===== src/rtl/mem_ctrl_pkg.sv =====
// Shared definitions for the byte-serialising memory controller: FSM states,
// requester identities, access-size codes and the byte-count helper.
package mem_ctrl_pkg;

    typedef enum logic [1:0] {
        ST_IDLE  = 2'd0,
        ST_READ  = 2'd1,
        ST_WRITE = 2'd2,
        ST_DONE  = 2'd3
    } state_t;

    typedef enum logic {
        GNT_IF  = 1'b0,
        GNT_MEM = 1'b1
    } grant_t;

    localparam logic [1:0] SelByte = 2'b00;
    localparam logic [1:0] SelHalf = 2'b01;
    localparam logic [1:0] SelWord = 2'b10;

    // Number of RAM bytes touched by one transaction; code 11 behaves as a word.
    function automatic logic [2:0] byte_count(input grant_t who, input logic [1:0] sel);
        logic [2:0] n;
        n = 3'd4;
        if (who == GNT_IF) begin
            n = 3'd4;
        end else begin
            case (sel)
                SelByte: n = 3'd1;
                SelHalf: n = 3'd2;
                SelWord: n = 3'd4;
                default: n = 3'd4;
            endcase
        end
        return n;
    endfunction

endpackage


===== src/rtl/mem_ctrl.sv =====
// Arbitrates instruction-fetch and load/store requests onto a byte-wide RAM,
// serialising each access one byte per cycle in little-endian order.
module mem_ctrl
    import mem_ctrl_pkg::*;
(
    input  logic        clk,
    input  logic        rst,
    input  logic        if_req,
    input  logic [31:0] if_addr,
    output logic [31:0] if_data,
    output logic        if_done,
    input  logic        mem_req,
    input  logic        mem_we,
    input  logic [1:0]  mem_sel,
    input  logic [31:0] mem_addr,
    input  logic [31:0] mem_wdata,
    output logic [31:0] mem_rdata,
    output logic        mem_done,
    output logic [31:0] ram_addr,
    output logic [7:0]  ram_dout,
    output logic        ram_wr,
    input  logic [7:0]  ram_din,
    output logic        stallreq_from_if,
    output logic        stallreq_from_mem
);

    state_t      state_r;
    state_t      state_s;
    grant_t      last_grant_r;
    logic [31:0] base_r;
    logic [31:0] wdata_r;
    logic [2:0]  cnt_r;
    logic [2:0]  n_r;
    logic [31:0] rd_buf_r;

    logic        accept_s;
    logic        pick_mem_s;
    grant_t      acc_grant_s;
    logic        acc_write_s;
    logic [31:0] acc_addr_s;
    logic [2:0]  acc_n_s;
    logic        last_rd_s;
    logic        last_wr_s;
    logic        more_addr_s;
    logic [31:0] next_addr_s;
    logic [1:0]  rd_idx_s;
    logic [1:0]  wr_idx_s;
    logic [31:0] rd_merge_s;
    logic [7:0]  wr_byte_s;

    assign stallreq_from_if  = if_req & ~if_done;
    assign stallreq_from_mem = mem_req & ~mem_done;

    // Arbitration and per-cycle datapath terms; MEM wins unless it also won last time.
    always_comb begin
        accept_s    = 1'b0;
        pick_mem_s  = 1'b0;
        acc_grant_s = GNT_IF;
        acc_write_s = 1'b0;
        acc_addr_s  = if_addr;
        if (state_r == ST_IDLE) begin
            accept_s = if_req | mem_req;
        end else begin
            accept_s = 1'b0;
        end
        if (mem_req && !(if_req && (last_grant_r == GNT_MEM))) begin
            pick_mem_s  = 1'b1;
            acc_grant_s = GNT_MEM;
            acc_write_s = mem_we;
            acc_addr_s  = mem_addr;
        end else begin
            pick_mem_s  = 1'b0;
            acc_grant_s = GNT_IF;
            acc_write_s = 1'b0;
            acc_addr_s  = if_addr;
        end
        acc_n_s     = byte_count(acc_grant_s, mem_sel);
        last_rd_s   = (state_r == ST_READ) && (cnt_r == n_r);
        last_wr_s   = (state_r == ST_WRITE) && (cnt_r == (n_r - 3'd1));
        more_addr_s = (cnt_r + 3'd1) < n_r;
        next_addr_s = base_r + {29'd0, cnt_r} + 32'd1;
        // Byte arriving now belongs to the address driven one cycle earlier.
        rd_idx_s    = cnt_r[1:0] - 2'd1;
        wr_idx_s    = cnt_r[1:0] + 2'd1;
        rd_merge_s  = rd_buf_r;
        rd_merge_s[{rd_idx_s, 3'b000} +: 8] = ram_din;
        wr_byte_s   = wdata_r[{wr_idx_s, 3'b000} +: 8];
    end

    // State register.
    always_ff @(posedge clk or negedge rst) begin
        if (!rst) begin
            state_r <= ST_IDLE;
        end else begin
            state_r <= state_s;
        end
    end

    // Next-state logic.
    always_comb begin
        state_s = state_r;
        case (state_r)
            ST_IDLE: begin
                if (accept_s) begin
                    state_s = acc_write_s ? ST_WRITE : ST_READ;
                end else begin
                    state_s = ST_IDLE;
                end
            end
            ST_READ: begin
                if (last_rd_s) begin
                    state_s = ST_DONE;
                end else begin
                    state_s = ST_READ;
                end
            end
            ST_WRITE: begin
                if (last_wr_s) begin
                    state_s = ST_DONE;
                end else begin
                    state_s = ST_WRITE;
                end
            end
            ST_DONE: state_s = ST_IDLE;
            default: state_s = ST_IDLE;
        endcase
    end

    // Latched request fields, byte sequencing and registered outputs.
    always_ff @(posedge clk or negedge rst) begin
        if (!rst) begin
            last_grant_r <= GNT_IF;
            base_r       <= 32'd0;
            wdata_r      <= 32'd0;
            cnt_r        <= 3'd0;
            n_r          <= 3'd0;
            rd_buf_r     <= 32'd0;
            ram_addr     <= 32'd0;
            ram_dout     <= 8'd0;
            ram_wr       <= 1'b0;
            if_data      <= 32'd0;
            if_done      <= 1'b0;
            mem_rdata    <= 32'd0;
            mem_done     <= 1'b0;
        end else begin
            case (state_r)
                ST_IDLE: begin
                    if (accept_s) begin
                        last_grant_r <= acc_grant_s;
                        base_r       <= acc_addr_s;
                        wdata_r      <= pick_mem_s ? mem_wdata : 32'd0;
                        cnt_r        <= 3'd0;
                        n_r          <= acc_n_s;
                        rd_buf_r     <= 32'd0;
                        ram_addr     <= acc_addr_s;
                        ram_wr       <= acc_write_s;
                        ram_dout     <= acc_write_s ? mem_wdata[7:0] : 8'd0;
                    end else begin
                        ram_wr   <= 1'b0;
                        ram_dout <= 8'd0;
                    end
                end
                ST_READ: begin
                    cnt_r <= cnt_r + 3'd1;
                    if (cnt_r != 3'd0) begin
                        rd_buf_r <= rd_merge_s;
                    end
                    if (more_addr_s) begin
                        ram_addr <= next_addr_s;
                    end
                    if (last_rd_s) begin
                        if (last_grant_r == GNT_MEM) begin
                            mem_rdata <= rd_merge_s;
                            mem_done  <= 1'b1;
                        end else begin
                            if_data <= rd_merge_s;
                            if_done <= 1'b1;
                        end
                    end
                end
                ST_WRITE: begin
                    if (last_wr_s) begin
                        ram_wr   <= 1'b0;
                        ram_dout <= 8'd0;
                        mem_done <= 1'b1;
                    end else begin
                        cnt_r    <= cnt_r + 3'd1;
                        ram_addr <= next_addr_s;
                        ram_dout <= wr_byte_s;
                    end
                end
                ST_DONE: begin
                    if_done  <= 1'b0;
                    mem_done <= 1'b0;
                    ram_wr   <= 1'b0;
                    ram_dout <= 8'd0;
                end
                default: begin
                    if_done  <= 1'b0;
                    mem_done <= 1'b0;
                    ram_wr   <= 1'b0;
                    ram_dout <= 8'd0;
                end
            endcase
        end
    end

endmodule


===== config.mk =====
export PLATFORM = sky130hd
export DESIGN_NAME = mem_ctrl
export DESIGN_NICKNAME = d
export VERILOG_FILES = /design/src/rtl/mem_ctrl_pkg.sv /design/src/rtl/mem_ctrl.sv
export SDC_FILE = /design/constraint.sdc
export NUM_CORES = 1
export LEC_CHECK = 0
export CAP_MARGIN = 10
export CORE_UTILIZATION = 50
export CTS_BUF_LIST = sky130_fd_sc_hd__clkbuf_8 sky130_fd_sc_hd__clkbuf_16
export CTS_CLUSTER_SIZE = 28
export DETAILED_ROUTE_END_ITERATION = 7
export PLACE_DENSITY = 0.78
export SLEW_MARGIN = 20
export SYNTH_ARGS = -nofsm -noshare
export SYNTH_HDL_FRONTEND = slang
export SYNTH_SLANG_ARGS = --single-unit

===== constraint.sdc =====
create_clock -name clk -period 3.1 [get_ports clk]
set_input_delay 0.62 -clock clk [delete_from_list [all_inputs] [get_ports clk]]
set_output_delay 0.62 -clock clk [all_outputs]
set_load 0.02 [all_outputs]

==> results of run 1 <==
worst max-delay path: cells and delay by family (launching register included):
kind,cells,cell delay (ps)
compound gates,1,450
fa+ha+maj,1,350
buf+inv,1,220
flops,1,420
mux,1,410
simple gates,2,810
registers in the layout, summed over array words and instances, names as in the netlist:
| register | cells |
|---|---|
| ram_dout | 8 |
| if_done | 1 |
| cnt_r | 3 |
| rd_buf_r | 32 |
| state_r | 2 |
| mem_done | 1 |
| if_data | 32 |
| mem_rdata | 32 |
| ram_wr | 1 |
| ram_addr | 32 |
| base_r | 32 |
| wdata_r | 32 |
| n_r | 3 |
| last_grant_r | 1 |
cells in the mapped netlist (5+ instances only):
library cell	number
nand4_1	13
nor2_1	22
clkbuf_1	49
nor2b_1	42
mux2i_1	34
mux4_2	8
a22oi_1	8
nor3_1	13
buf_2	12
nand2_1	171
or3_1	5
and3_1	6
xnor2_1	10
a21oi_1	43
xor2_1	11
a221o_1	6
inv_1	19
mux2_2	7
nand3_1	13
ha_1	20
a22o_1	64
o21ai_0	128
dfrtp_1	212
a21o_1	33
a31oi_1	5
clkbuf_2	8
worst min path at each step:
stage | start | cells after the start | end
after floorplan | rst | 0 | base_r[0]
after global placement | mem_rdata[11] | 2 | mem_rdata[11]
after detailed placement | mem_rdata[19] | 2 | mem_rdata[19]
after CTS | rst | 1 | mem_rdata[28]
after global routing | rst | 1 | mem_rdata[4]
final | rst | 1 | mem_rdata[28]
metal layers:
metal | vias to the layer above | routed length (um) | track usage [%]
li1 | 4079 | - | -
met1 | 4072 | 11600 | 34.7
met2 | 283 | 12200 | 41.2
met3 | 43 | 1490 | 4.34
met4 | 0 | 650 | 6.09
met5 | - | 0 | 0
report_power, final:
part	switching, mW	internal, mW	leakage [nW]
clock	1.07	1.61	0.383
sequential	0.874	3.96	2.65
combinational	3.73	3.04	3.20
total	5.68	8.62	6.24
layout make-up:
| cell class | instances | area [um^2] | share of cell area [%] |
|---|---|---|---|
| inverter | 19 | 71.3 | 0.522 |
| multi-input combinational | 726 | 4730 | 34.6 |
| timing repair buffer | 249 | 2470 | 18.1 |
| sequential | 212 | 5310 | 38.8 |
| clock buffer | 27 | 631 | 4.61 |
| tap | 270 | 338 | 2.47 |
| clock inverter | 14 | 121 | 0.888 |
kinds of logic after synthesis:
logic type | count (synthesis) | share of synthesized area (%)
AO/OA/AOI/OAI | 318 | 20.2
AND/OR/NAND/NOR | 316 | 14.6
flip-flops | 212 | 51.1
buffers and inverters | 92 | 3.75
multiplexers | 49 | 5.77
XOR/XNOR | 22 | 1.99
adder cells (fa/ha/maj) | 21 | 2.60
repair_timing:
item                       in CTS  in global routing
setup endpoints to repair       0                  2
resized for setup               0                  1
hold buffers                    0                  0
through the flow:
stage,hold WS (ps),area (um^2)
after floorplan,324,10400
after global placement,461,12900
after detailed placement,469,12900
after CTS,125,13700
after global routing,134,13700
final,81.6,13700
==> summary.md, run 1 <==
| Metric | Value |
|---|---|
| First-pass GRT wire length | 43,800 um |
| Mean number of vias per cell | between 5 and 6 |
| Post CTS Setup Buffer Count | 0 |
| Largest fanout on the critical path | 13 |
| CTS root buffer | clkbuf_16 |
| Share of post-route cells with drive strength above 1 | ~7.9% |
| Area of the core | between 20,000 and 25,000 um^2 |
| Fin crit share | 89.7% |
| Starting density of the core | 51.2% |
| Worst R2R Setup Slack | around 320 ps |
| Cell count of the worst reg-to-reg path | 6 |
| Ys async rst share | 100% |
| Worst setup EP type | flip-flop |
| CP Launch Point | cnt_r[0] |
| Maximum clock rate | between 300 and 400 MHz |
| Residual DRC count | 0 |
| Die ar. | 21,400 um^2 |
| Hpwl dp | about 18,000 um |
| Num CTS Buffers | 23 |
| Ys flop type | dfrtp_1 |
| CTS tree | done |
| Final worst setup slack | ~320 ps |
| Clock Pin Slew Worst Setup and Hold Paths | 60 ps |
| Distinct cell type count after synthesis | 67 |
| RR Startpoint | cnt_r[0] |
| Setup tns final | 0 ps |
| Final Hold Viols | 0 |
| Sequential area share after synthesis | 51.1% |
| Tot GR Track Use | 25.1% |
| Fin cells | between 1,500 and 2,000 |
| Drt pass-1 iters | 5 |
| Cell Chain, Critical Path | buf_4 -> ha_1 -> and2_1 -> a311oi_4 -> and3_1 -> mux2_2 |
| Worst endpoint data arrival time | ~3200 ps |
| Mean Syn Cell Area | a little over 10 um^2 |
| Diodes inserted | 0 |
| Worst skew pair latency | ~500 ps |
| Most frequent cells in the layout | clkdlybuf4s50_1, dfrtp_1, nand2_1 |
| Vias | 8,477 |
| Final core occ | 67.3% |
| Dpl cells | roughly 1,500 |
| Clock Skew | 12.9 ps |
| LEAKAGE | 6.24 nW |
| Kind of critical path | flip-flop to flip-flop |
| Peak supply drop | approximately 0.67 mV |
| Largest area contributor in the netlist | dfrtp_1 |
| Setup crit end | ram_addr[0] |
| Req. time, crit path | approximately 3500 ps |
| Fillers | ~1,600 |
| Post-layout min period | between 2000 and 3000 ps |
| Final setup viols | 0 |
| Post-Syn Instances | about 1,000 |
| HP Class | primary input to asynchronous set/reset pin |
| Routed Antenna Nets | 0 |
| Synthesized area | ~10,000 um^2 |
| Pin count of the biggest net entering global routing | 99 |
| Worst r2r dst | ram_addr[0] |
| GP Congestion | approximately 0.84 |
| Clock sinks | ~210 |
| Die Wd | ~150 um |
| Status | finished clean |
| Slew headroom | between 40% and 50% |
| Slew Limit Fails | 0 |
| Critical path startpoint category | flip-flop |
| Total congestion overflow | 0 |
| I/O pin cnt | 220 |
| Clk buf depth | 3 |
| CP max stage delay | 620 ps |
| RSZ-0062 raised after global routing | no |
| Initial antenna violation count | 0 |
| Max_cap viols | 0 |
| PD cells | ~1000 nW/um^2 |
| Post-synth EDFFs | 0 |
| Largest cells by area after synthesis | dfrtp_1, nand2_1, o21ai_0 |
| Total Power | 14.3 mW |
| Drt wl/cell | 17.1 um |
| WL final | between 20,000 and 30,000 um |
| Ys Warns | 0 |
| Yosys top cell area share | 51.1% |
| Syn_nets | about 1,200 |
| Die Y | around 150 um |
| Worst slew pin tran | ~790 ps |
| Std cell rows | between 50 and 60 |
| Final net count | between 1,000 and 1,500 |
| 1st-iter DRT viols | roughly 470 |
| Area grow syn2layout | 31.6% |
| Vias in the first global route | 8,590 |
| CTS H-Tree Depth | 1 |
| Flops & latches, synth | around 210 |
| Worst slack, placed | roughly 140 ps |
| CP max-delay cell | and3_1 |
| Most common cell after layout, fill and taps aside | clkdlybuf4s50_1 |
| Port Buffers | between 200 and 250 |
(Power assumes the default switching activity.)
==> inputs of run 2 (changes only) <==
- SETUP_SLACK_MARGIN: not set -> 0.1
==> results of run 2 <==
Final layout, timing and power as in run 1 (identical DEF).
==> inputs of run 3 (changes only) <==
- CORE_MARGIN: not set -> 2
==> run 3 against run 2 <==
Effect of this change: combinational power is essentially flat; clock skew shrank 4.8 ps; power shrank 0.60%; highest routed layer unchanged.
==> summary.md, run 3 (synthesized netlist as in run 1, its figures left out) <==
| Metric | Value |
|---|---|
| Status | finished clean |
| Fillers | ~1,600 |
| Diodes inserted | 0 |
| First-pass GRT wire length | between 40,000 and 50,000 um |
| Fin crit share | roughly nine tenths |
| Routed Antenna Nets | 0 |
| HP Class | primary input to asynchronous set/reset pin |
| Worst setup EP type | flip-flop |
| Met2 wire length | around 13,000 um |
| Cell Chain, Critical Path | inv_1 -> ha_1 -> and3b_1 -> or3_1 -> nor2b_1 -> a21o_1 -> a22o_1 |
| 1st-iter DRT viols | 611 |
| WL final | roughly 26,000 um |
| Tot GR Track Use | between 20 and 25% |
| Std cell rows | between 50 and 60 |
| RR Startpoint | cnt_r[1] |
| CTS H-Tree Depth | 1 |
| Highest routed layer | met4 |
| CTS tree | done |
| Setup tns final | 0 ps |
| Critical path startpoint category | flip-flop |
| Maximum clock rate | roughly 360 MHz |
| Wl on met1 | 11,800 um |
| I/O pin cnt | 220 |
| LEAKAGE | 6.19 nW |
| Vias | about 8,500 |
| Max_cap viols | 0 |
| Req. time, crit path | 3540 ps |
| Drt wl/cell | around 18 um |
| Sequential standard cell area | about 5300 um^2 |
| Hpwl dp | 18,400 um |
| Post-layout min period | roughly 2800 ps |
| Share of post-route cells with drive strength above 1 | around 7.7% |
| Worst endpoint data arrival time | 3220 ps |
| Clk buf depth | 3 |
| Fin cells | 1,511 |
| Total congestion overflow | 0 |
| Initial antenna violation count | 0 |
| Die Y | around 150 um |
| CP max-delay cell | or3_1 |
| Clock Pin Slew Worst Setup and Hold Paths | ~60 ps |
| Largest fanout on the critical path | 12 |
| CP max stage delay | just under 600 ps |
| Most frequent cells in the layout | clkdlybuf4s50_1, dfrtp_1, nand2_1 |
| Top Family by Delay on Critical Path | simple AND/OR/NAND/NOR gates |
| Die Wd | ~150 um |
| Vias in the first global route | between 8,000 and 9,000 |
| Dpl cells | around 1,500 |
| Post CTS Setup Buffer Count | 0 |
| CP bufs+invs | 1 |
| Final Hold Viols | 0 |
| RSZ-0062 raised after global routing | yes |
| Num CTS Buffers | 23 |
| Slew Limit Fails | 0 |
| Residual DRC count | 0 |
| Area of the core | 20,300 um^2 |
| CP Launch Point | cnt_r[1] |
| Worst skew pair latency | ~500 ps |
| Most common cell after layout, fill and taps aside | clkdlybuf4s50_1 |
| Final net count | 1,359 |
| CTS root buffer | clkbuf_16 |
| CTS resizes | 0 |
| Mean number of vias per cell | approximately 5.6 |
| Peak supply drop | about 0.52 mV |
| Pin count of the biggest net entering global routing | roughly 100 |
| PD cells | approximately 1000 nW/um^2 |
| Starting density of the core | 51.2% |
| Clock Skew | between 8 and 9 ps |
| Final setup viols | 0 |
| GP Congestion | about 0.8 |
| Worst slew pin tran | 895 ps |
| Slew headroom | about 40% |
| CTS Hold Bufs | 0 |
| Metal3 WL | approximately 1600 um |
| Port Buffers | around 220 |
| Clock sinks | ~210 |
| Die ar. | ~22,000 um^2 |
| Drt pass-1 iters | 5 |
| Kind of critical path | flip-flop to flip-flop |
| Area grow syn2layout | 31.0% |
| Multi-input logic area | approximately 4700 um^2 |
## run 3: area by class of cell
type / count / area share (%)
Clock buffer: 28 / 4.74
Clock inverter: 11 / 0.579
Inverter: 19 / 0.524
Multi-Input combinational cell: 726 / 34.7
Sequential cell: 212 / 39.0
Tap cell: 270 / 2.48
Timing Repair Buffer: 245 / 17.9
## run 3: path summary, 6_finish.rpt
kind	end	slack, ps	depth (start not counted)
min	mem_rdata[29]	120	1
min in group clk	ram_addr[3]	480	2
max reg2reg	rd_buf_r[29]	320	7
min reg2reg	ram_addr[3]	480	2
max	rd_buf_r[29]	320	7
max in group asynchronous	ram_addr[8]	2150	2
## run 3: worst register-to-register path, cell delays in order (launching register included)
cell and delay, ps:
dfrtp_1 550, inv_1 160, ha_1 350, and3b_1 240, or3_1 580, nor2b_1 520, a21o_1 200, a22o_1 120
## run 3: power breakdown
| part | internal, mW | switching (mW) | leakage [nW] |
|---|---|---|---|
| Sequential | 3.96 | 0.878 | 2.65 |
| Combinational | 3.03 | 3.71 | 3.17 |
| Clock | 1.54 | 1.08 | 0.372 |
| Total | 8.54 | 5.67 | 6.19 |
## run 3: per-layer routing
| metal | GRT usage [%] | vias to the layer above |
|---|---|---|
| li1 | - | 4067 |
| met4 | 6.38 | 0 |
| met5 | 0 | - |
| met2 | 40.0 | 282 |
| met3 | 4.60 | 48 |
| met1 | 34.5 | 4106 |
## run 3: stage by stage
step | power (mW) | utilization, % | hold slack [ps] | setup slack [ps] | instance area [um^2]
3_3_place_gp | 11.4 | 63.4 | 460 | 239 | 12900
4_1_cts | 14.3 | 67.0 | 158 | 268 | 13600
2_1_floorplan | 8.85 | - | 324 | 271 | 10400
6_report | 14.2 | 67.0 | 121 | 317 | 13600
5_1_grt | 15.2 | 67.0 | 180 | 87.8 | 13600
3_5_place_dp | 11.6 | 63.4 | 470 | 140 | 12900
